## src/rtl/soft_reset_initiator.sv

```systemverilog
// Reset-source end of a clock/reset map: drives aresetn_out, then waits for the
// synchronized feedback reset to fall and rise again before reporting done/timeout.
module soft_reset_initiator #(
    parameter int PULSE_CYCLES   = 16,
    parameter int SYNC_STAGES    = 2,
    parameter int TIMEOUT_CYCLES = 1024
) (
    input  logic aclk,
    input  logic areset,
    input  logic req,
    input  logic fb_aresetn,
    output logic aresetn_out,
    output logic busy,
    output logic done,
    output logic timeout,
    output logic err
);

    localparam int CW = $clog2(TIMEOUT_CYCLES);
    localparam logic [CW-1:0] PULSE_LAST = CW'(PULSE_CYCLES - 1);
    localparam logic [CW-1:0] TO_LAST    = CW'(TIMEOUT_CYCLES - 1);

    localparam logic [1:0] ST_ASSERT  = 2'd0;
    localparam logic [1:0] ST_RELEASE = 2'd1;
    localparam logic [1:0] ST_DONE    = 2'd2;
    localparam logic [1:0] ST_IDLE    = 2'd3;

    logic [SYNC_STAGES-1:0] sync_q;
    logic                   fb_s;
    logic [1:0]             state_q, state_d;
    logic [CW-1:0]          cnt_q, cnt_d;
    logic                   pend_q, pend_d;
    logic                   err_q, err_d;
    logic                   timeout_d;
    logic                   aresetn_q, busy_q, done_q, timeout_q;

    // Synchronizer flops clear to 0 so the feedback reads "in reset" until proven otherwise.
    always_ff @(posedge aclk or posedge areset) begin
        if (areset) begin
            sync_q <= '0;
        end else begin
            sync_q <= {sync_q[SYNC_STAGES-2:0], fb_aresetn};
        end
    end

    assign fb_s = sync_q[SYNC_STAGES-1];

    always_comb begin
        state_d   = state_q;
        cnt_d     = (cnt_q == '1) ? cnt_q : cnt_q + 1'b1;
        pend_d    = pend_q;
        err_d     = err_q;
        timeout_d = 1'b0;

        if (state_q != ST_IDLE && req) begin
            pend_d = 1'b1;
        end

        case (state_q)
            ST_ASSERT: begin
                if (cnt_q >= PULSE_LAST && !fb_s) begin
                    state_d = ST_RELEASE;
                    cnt_d   = '0;
                end else if (cnt_q == TO_LAST) begin
                    state_d   = ST_IDLE;
                    timeout_d = 1'b1;
                    err_d     = 1'b1;
                    pend_d    = 1'b0;
                end
            end
            ST_RELEASE: begin
                if (fb_s) begin
                    state_d = ST_DONE;
                    cnt_d   = '0;
                end else if (cnt_q == TO_LAST) begin
                    state_d   = ST_IDLE;
                    timeout_d = 1'b1;
                    err_d     = 1'b1;
                    pend_d    = 1'b0;
                end
            end
            ST_DONE: begin
                cnt_d = '0;
                if (pend_q) begin
                    state_d = ST_ASSERT;
                    pend_d  = 1'b0;
                end else begin
                    state_d = ST_IDLE;
                end
            end
            default: begin
                // A request seen during the DONE cycle lands in pend; honour it here.
                if (req || pend_q) begin
                    state_d = ST_ASSERT;
                    cnt_d   = '0;
                    err_d   = 1'b0;
                    pend_d  = 1'b0;
                end
            end
        endcase
    end

    always_ff @(posedge aclk or posedge areset) begin
        if (areset) begin
            state_q   <= ST_ASSERT;
            cnt_q     <= '0;
            pend_q    <= 1'b0;
            err_q     <= 1'b0;
            aresetn_q <= 1'b0;
            busy_q    <= 1'b1;
            done_q    <= 1'b0;
            timeout_q <= 1'b0;
        end else begin
            state_q   <= state_d;
            cnt_q     <= cnt_d;
            pend_q    <= pend_d;
            err_q     <= err_d;
            aresetn_q <= (state_d != ST_ASSERT);
            busy_q    <= (state_d != ST_IDLE);
            done_q    <= (state_d == ST_DONE);
            timeout_q <= timeout_d;
        end
    end

    assign aresetn_out = aresetn_q;
    assign busy        = busy_q;
    assign done        = done_q;
    assign timeout     = timeout_q;
    assign err         = err_q;

endmodule

```

## config.mk

```make
export PLATFORM = sky130hd
export DESIGN_NAME = soft_reset_initiator
export DESIGN_NICKNAME = d
export VERILOG_FILES = /design/src/rtl/soft_reset_initiator.sv
export SDC_FILE = /design/constraint.sdc
export NUM_CORES = 1
export LEC_CHECK = 0
export ABC_AREA = 1
export ABC_CLOCK_PERIOD_IN_PS = 1900
export CAP_MARGIN = 20
export CORE_ASPECT_RATIO = 0.8
export CORE_MARGIN = 4
export CORE_UTILIZATION = 56
export DETAILED_ROUTE_END_ITERATION = 6
export MAX_ROUTING_LAYER = met4
export PLACE_DENSITY = 0.77
export SETUP_SLACK_MARGIN = 0.3
export SYNTH_ARGS = -nofsm -noshare
export SYNTH_HDL_FRONTEND = slang
export SYNTH_SLANG_ARGS = --single-unit
```

## constraint.sdc

```tcl
create_clock -name aclk -period 1.9 [get_ports aclk]
set_input_delay 0.38 -clock aclk [delete_from_list [all_inputs] [get_ports aclk]]
set_output_delay 0.38 -clock aclk [all_outputs]
set_load 0.05 [all_outputs]
```

* After elaboration in Yosys (flattened, before gate mapping)
Cells that the tools add are included.
** Storage, ports and cells
- Bits in registers :: 20
- Output and inout bits :: 5
- Memories kept :: 0
- Latch bits :: 0
- Bits of input ports :: 4
- ROM bits :: 0
- Logic and storage cells :: 55
- RAM bits :: 0
** Operators by class
- Divide/modulo/power cells :: 0
- Equality and inequality tests :: 8
- Shifts and indexed selects :: 0
- Muxes and demuxes :: 27
- Add/subtract/negate cells :: 1
- Bitwise logic cells :: 1
- Reduce and logical (&&, ||, !) cells :: 8
- Multiply operators :: 0
- $lt $le $gt $ge :: 1
** Operator list (count)
- $mux W10 :: 4
- $pmux W10 S3 :: 1
- $mux W1 :: 13
- $add A10 B1 Y10 const B :: 1
- $eq A10 B10 Y1 const B :: 1
- $ge A10 B4 Y1 const B :: 1
- $mux W2 :: 5
- $ne A2 B2 Y1 const B :: 4
- $pmux W1 S3 :: 2
- $pmux W2 S3 :: 1
- $eq A2 B2 Y1 const B :: 2
- $reduce_and A4 Y1 :: 1
- $reduce_bool A3 Y1 :: 1
- $eq A2 B1 Y1 const B :: 1
- $logic_and A1 B1 Y1 :: 2
- $logic_not A2 Y1 :: 1
- $pmux W1 S2 :: 1
- $reduce_bool A2 Y1 :: 1
- $logic_not A1 Y1 :: 1
- $logic_or A1 B1 Y1 :: 1
- $not A1 Y1 :: 1

* Logic depth before layout (Yosys ltp)
- Depth in word-level cells :: 6
- Gate-level depth with buffers :: 9

* Worst setup path before layout
OpenSTA, ideal clock, no wires.
- Kind :: register to register
- Start point :: register cnt_q[0]
- End point :: register cnt_q[0]
- Arrival time :: 1267 ps
- Setup time :: 125 ps
- Clock period less this slack :: 1392 ps
- Data required time :: 1775 ps
- Cell stages (with the launch flop) :: 9
- Path slack :: 508 ps
- Path through :: dfrtp_1 ha_1 nand3_2 nand4_2 nand2_2 nand2_2 nand2_2 a21oi_4 nor2_1
** On the way
- Word-level cells in the longest chain between the ends :: 4
- Elaborated cells on any way between the ends :: 9
- Those cells by class :: add/sub: 1; order compare: 1; eq/ne: 1; mux: 5; reduce/logical: 1
** RTL lines
- start: declaration :: line 31 : logic [CW-1:0] cnt_q, cnt_d;
- start signal: assignment :: line 115 : cnt_q <= cnt_d;
- $add A10 B1 Y10, or another cell as far along :: line 50 : cnt_d = (cnt_q == '1) ? cnt_q : cnt_q + 1'b1;
- $mux W10 / $logic_and A1 B1 Y1 (equally long branches) :: line 50, 61
- $mux W10 (on tied branches) :: line 93, 61, 72
- $pmux W10 S3 * :: line 59 : case (state_q)
- via cnt_d[0] :: line 31
The timed path passes the listed nets; every way through them passes the cells marked *.
A chain may end at the register's enable or synchronous reset.

* Worst setup path after layout
- Start point :: register done_q (netlist: done)
- End point :: output done
** RTL lines
- start: declaration :: line 35 : logic aresetn_q, busy_q, done_q, timeout_q;
- start signal: assignment :: line 120 : done_q <= (state_d == ST_DONE);
- end: declaration :: line 14 : output logic done,
No word-level cell between the ends.

==> impl_metrics.tcl <==
set metrics [dict create \
    status "finished clean" \
    max_stage_delay_ps 520 \
    clkLatencyLatePin_ps 300 \
    syn-instance-count 140 \
    initial_utilization_pct 58.74 \
    synth_cell_types 23 \
    worst_pin_slew_ps 591.9 \
    cp-end-kind "primary output" \
    synth_xor_area_share_pct 3.182 \
    tns_ps 0 \
    fin_crit_sh_pct 80.85 \
    grt_usage_pct 18.45 \
    syn_avg_cell_area_um2 7.865 \
    drt-pass1-iter-count 4 \
    p_leak_nw 0.6812 \
    cts.path.max_buffers 2 \
    synthMuxAreaShare_pct 0.9091 \
    crit_fanout 1 \
    drc 0 \
    synthesis.area_mm2 0.001101 \
    grt_pass1_wl_um 3726 \
    cts_hold_buf 0 \
    overflow 0 \
    detail_route.wl_per_cell_um 12.14 \
    routed_wl_um 2209 \
    min_path_type "reg -> reg" \
    yosys_warnings 0 \
    die_area_mm2 0.002744 \
    start_kind "flop" \
    synth_compound_area_share_pct 6.477 \
    power_density_mw_per_mm2 1222 \
    insertedDiodeCount 0 \
    synth_fp_nets 145 \
    synthSimpleGateAreaFrac_pct 35.91 \
    max-vdd-ir-drop_v 0.0008766 \
    clockRootBuffer "clkbuf_4" \
    wl_met2_um 1011 \
    place_area_mm2 0.001216 \
    setup_viol 0 \
    cts_buffers 3 \
    nets 164 \
    final_layout_size_suffix_gt1_share_pct 17.09 \
    viasPerCell 5.115 \
    wirelength_met1_um 1051 \
    final_common_cell "nand2_1" \
    fp.coreArea_mm2 0.001874 \
    fmax_mhz 651.0 \
    path_class "reg -> out" \
    synth-seq-cells 20 \
    routed.top_layer "met4" \
    finalHoldViolCount 0 \
    timing.final.crit_period_ps 1536 \
    io_pins 9 \
    cap_violations 0 \
    yosysSeqAreaShare_pct 45.57 \
    grt_max_degree 21 \
    crit_family "buffers and inverters" \
    fp.dieW_um 57.58 \
    gp_congestion 0.8877 \
    worst_slew_margin_rel_pct 60.39 \
    wl_met3_um 136 \
    antenna_found_initial 0 \
    clock_sinks 20 \
    fin_skew_ps 2.051 \
    rows 14 \
    synth_top_family_by_area "simple AND/OR/NAND/NOR gates" \
    vias 931 \
    slew_violations 0 \
    required_ps 1520 \
    cts_tree "yes" \
    rsz0062_at_grt "false" \
    first_global_vias 815 \
    drtIter0Drc 45 \
    critPathBufInv 1 \
    areaGrowthSynthToFinish_pct 19.77 \
    path_cells "dlygate4sd2_1" \
    path_clk_slew_ps 120 \
    worst-endpoint-arrival_ps 1160 \
    cp_slowest_cell "dlygate4sd2_1" \
    mostFrequentLayoutCells "nand2_1 (30), nor2_1 (26), inv_1 (20)" \
    die_h_um 47.66 \
    post-dp-hpwl_um 1582 \
    finalInstanceArea_mm2 0.001319 \
    cts-htree-levels 1 \
    final_antenna_net_count 0 \
    port_buffers 8 \
    synthAdderAreaFrac_pct 1.136 \
]
[timing repair]
item / 4_1_cts / 5_1_grt
pin swaps: 0 / 1
endpoints found under the setup margin: 13 / 15
buffers inserted: 0 / 4
gates cloned: 1 / 0
resized for setup: 6 / 5
endpoints found under the hold margin: 0 / 0
[path summary, 6_finish.rpt]
check,end,slack (ps),startpoint,cells past startpoint
worst max-delay path,done,360,done,1
worst min-delay path,sync_q[1],360,sync_q[0],0
worst max register to register,cnt_q[8],370,cnt_q[1],8
worst min register to register,sync_q[1],360,sync_q[0],0
max in group asynchronous,busy,1250,areset,3
min in group asynchronous,sync_q[0],390,areset,3
[kinds of logic after synthesis]
logic type                 count (synthesis)
and+or+nand+nor                           83
DFF                                       20
muxes                                      1
AOI/OAI and AO/OA                         11
xor gates and xnor gates                   4
buffers and inverters                     20
adders and majority gates                  1
[report_power, final]
group / internal, W / switching (W) / leakage [nW]
Combinational: 0.000231 / 0.000457 / 0.393
Clock: 0.000213 / 0.000133 / 0.0279
Sequential: 0.000511 / 0.0000662 / 0.261
[sequential cells by signal (all words and copies together), names as in the netlist]
| register | flops |
|---|---|
| cnt_q | 10 |
| state_q | 2 |
| sync_q | 2 |
| aresetn_out | 1 |
| busy | 1 |
| done | 1 |
| err | 1 |
| pend_q | 1 |
| timeout | 1 |
[stage by stage]
step / hold WS, ps / setup slack [ps] / util, % / total power [W] / instances
after detailed placement: 340.5 / 262.4 / 64.89 / 0.001200 / 173
after global routing: 369.5 / 287.5 / 70.36 / 0.001732 / 182
after CTS: 368.6 / 295.4 / 68.42 / 0.001592 / 178
after global placement: 335.5 / 326.9 / 64.89 / 0.001188 / 173
final: 364.4 / 363.8 / 70.36 / 0.001612 / 182
after floorplan: 331.2 / 508.5 / - / 0.001050 / 140
[cell type report]
| class | instances | area (um^2) |
|---|---|---|
| Clock inverter | 1 | 30.03 |
| Timing Repair Buffer | 13 | 108.9 |
| Fill cell | 142 | 555.5 |
| Tap cell | 24 | 30.03 |
| Sequential cell | 20 | 501.7 |
| Multi-Input combinational cell | 101 | 550.5 |
| Inverter | 20 | 75.07 |
| Clock buffer | 3 | 22.52 |
[per-layer routing]
layer | GRT usage (%) | vias up
met5 | - | -
met4 | 2.778 | 0
met3 | 4.852 | 2
met2 | 29.50 | 27
met1 | 24.33 | 426
li1 | - | 476
[synth_stat cells]
| cell | count | area [um^2] |
|---|---|---|
| a21boi_1 | 1 | 7.510 |
| a21oi_1 | 5 | 25.02 |
| a21oi_4 | 1 | 16.27 |
| dfrtp_1 | 19 | 475.5 |
| dfstp_2 | 1 | 26.28 |
| ha_1 | 1 | 12.51 |
| inv_1 | 20 | 75.07 |
| mux2i_1 | 1 | 10.01 |
| nand2_1 | 30 | 112.6 |
| nand2_2 | 6 | 37.54 |
| nand3_1 | 11 | 55.05 |
| nand3_2 | 1 | 10.01 |
| nand3_4 | 1 | 17.52 |
| nand4_1 | 3 | 18.77 |
| nand4_2 | 1 | 12.51 |
| nor2_1 | 26 | 97.59 |
| nor2_2 | 1 | 6.260 |
| nor2_4 | 2 | 22.52 |
| nor3_1 | 1 | 5.000 |
| o21ai_0 | 3 | 15.01 |
| o21bai_1 | 1 | 7.510 |
| xnor2_1 | 2 | 17.52 |
| xor2_1 | 2 | 17.52 |
No activity file was read; power rests on OpenSTA's default activity.
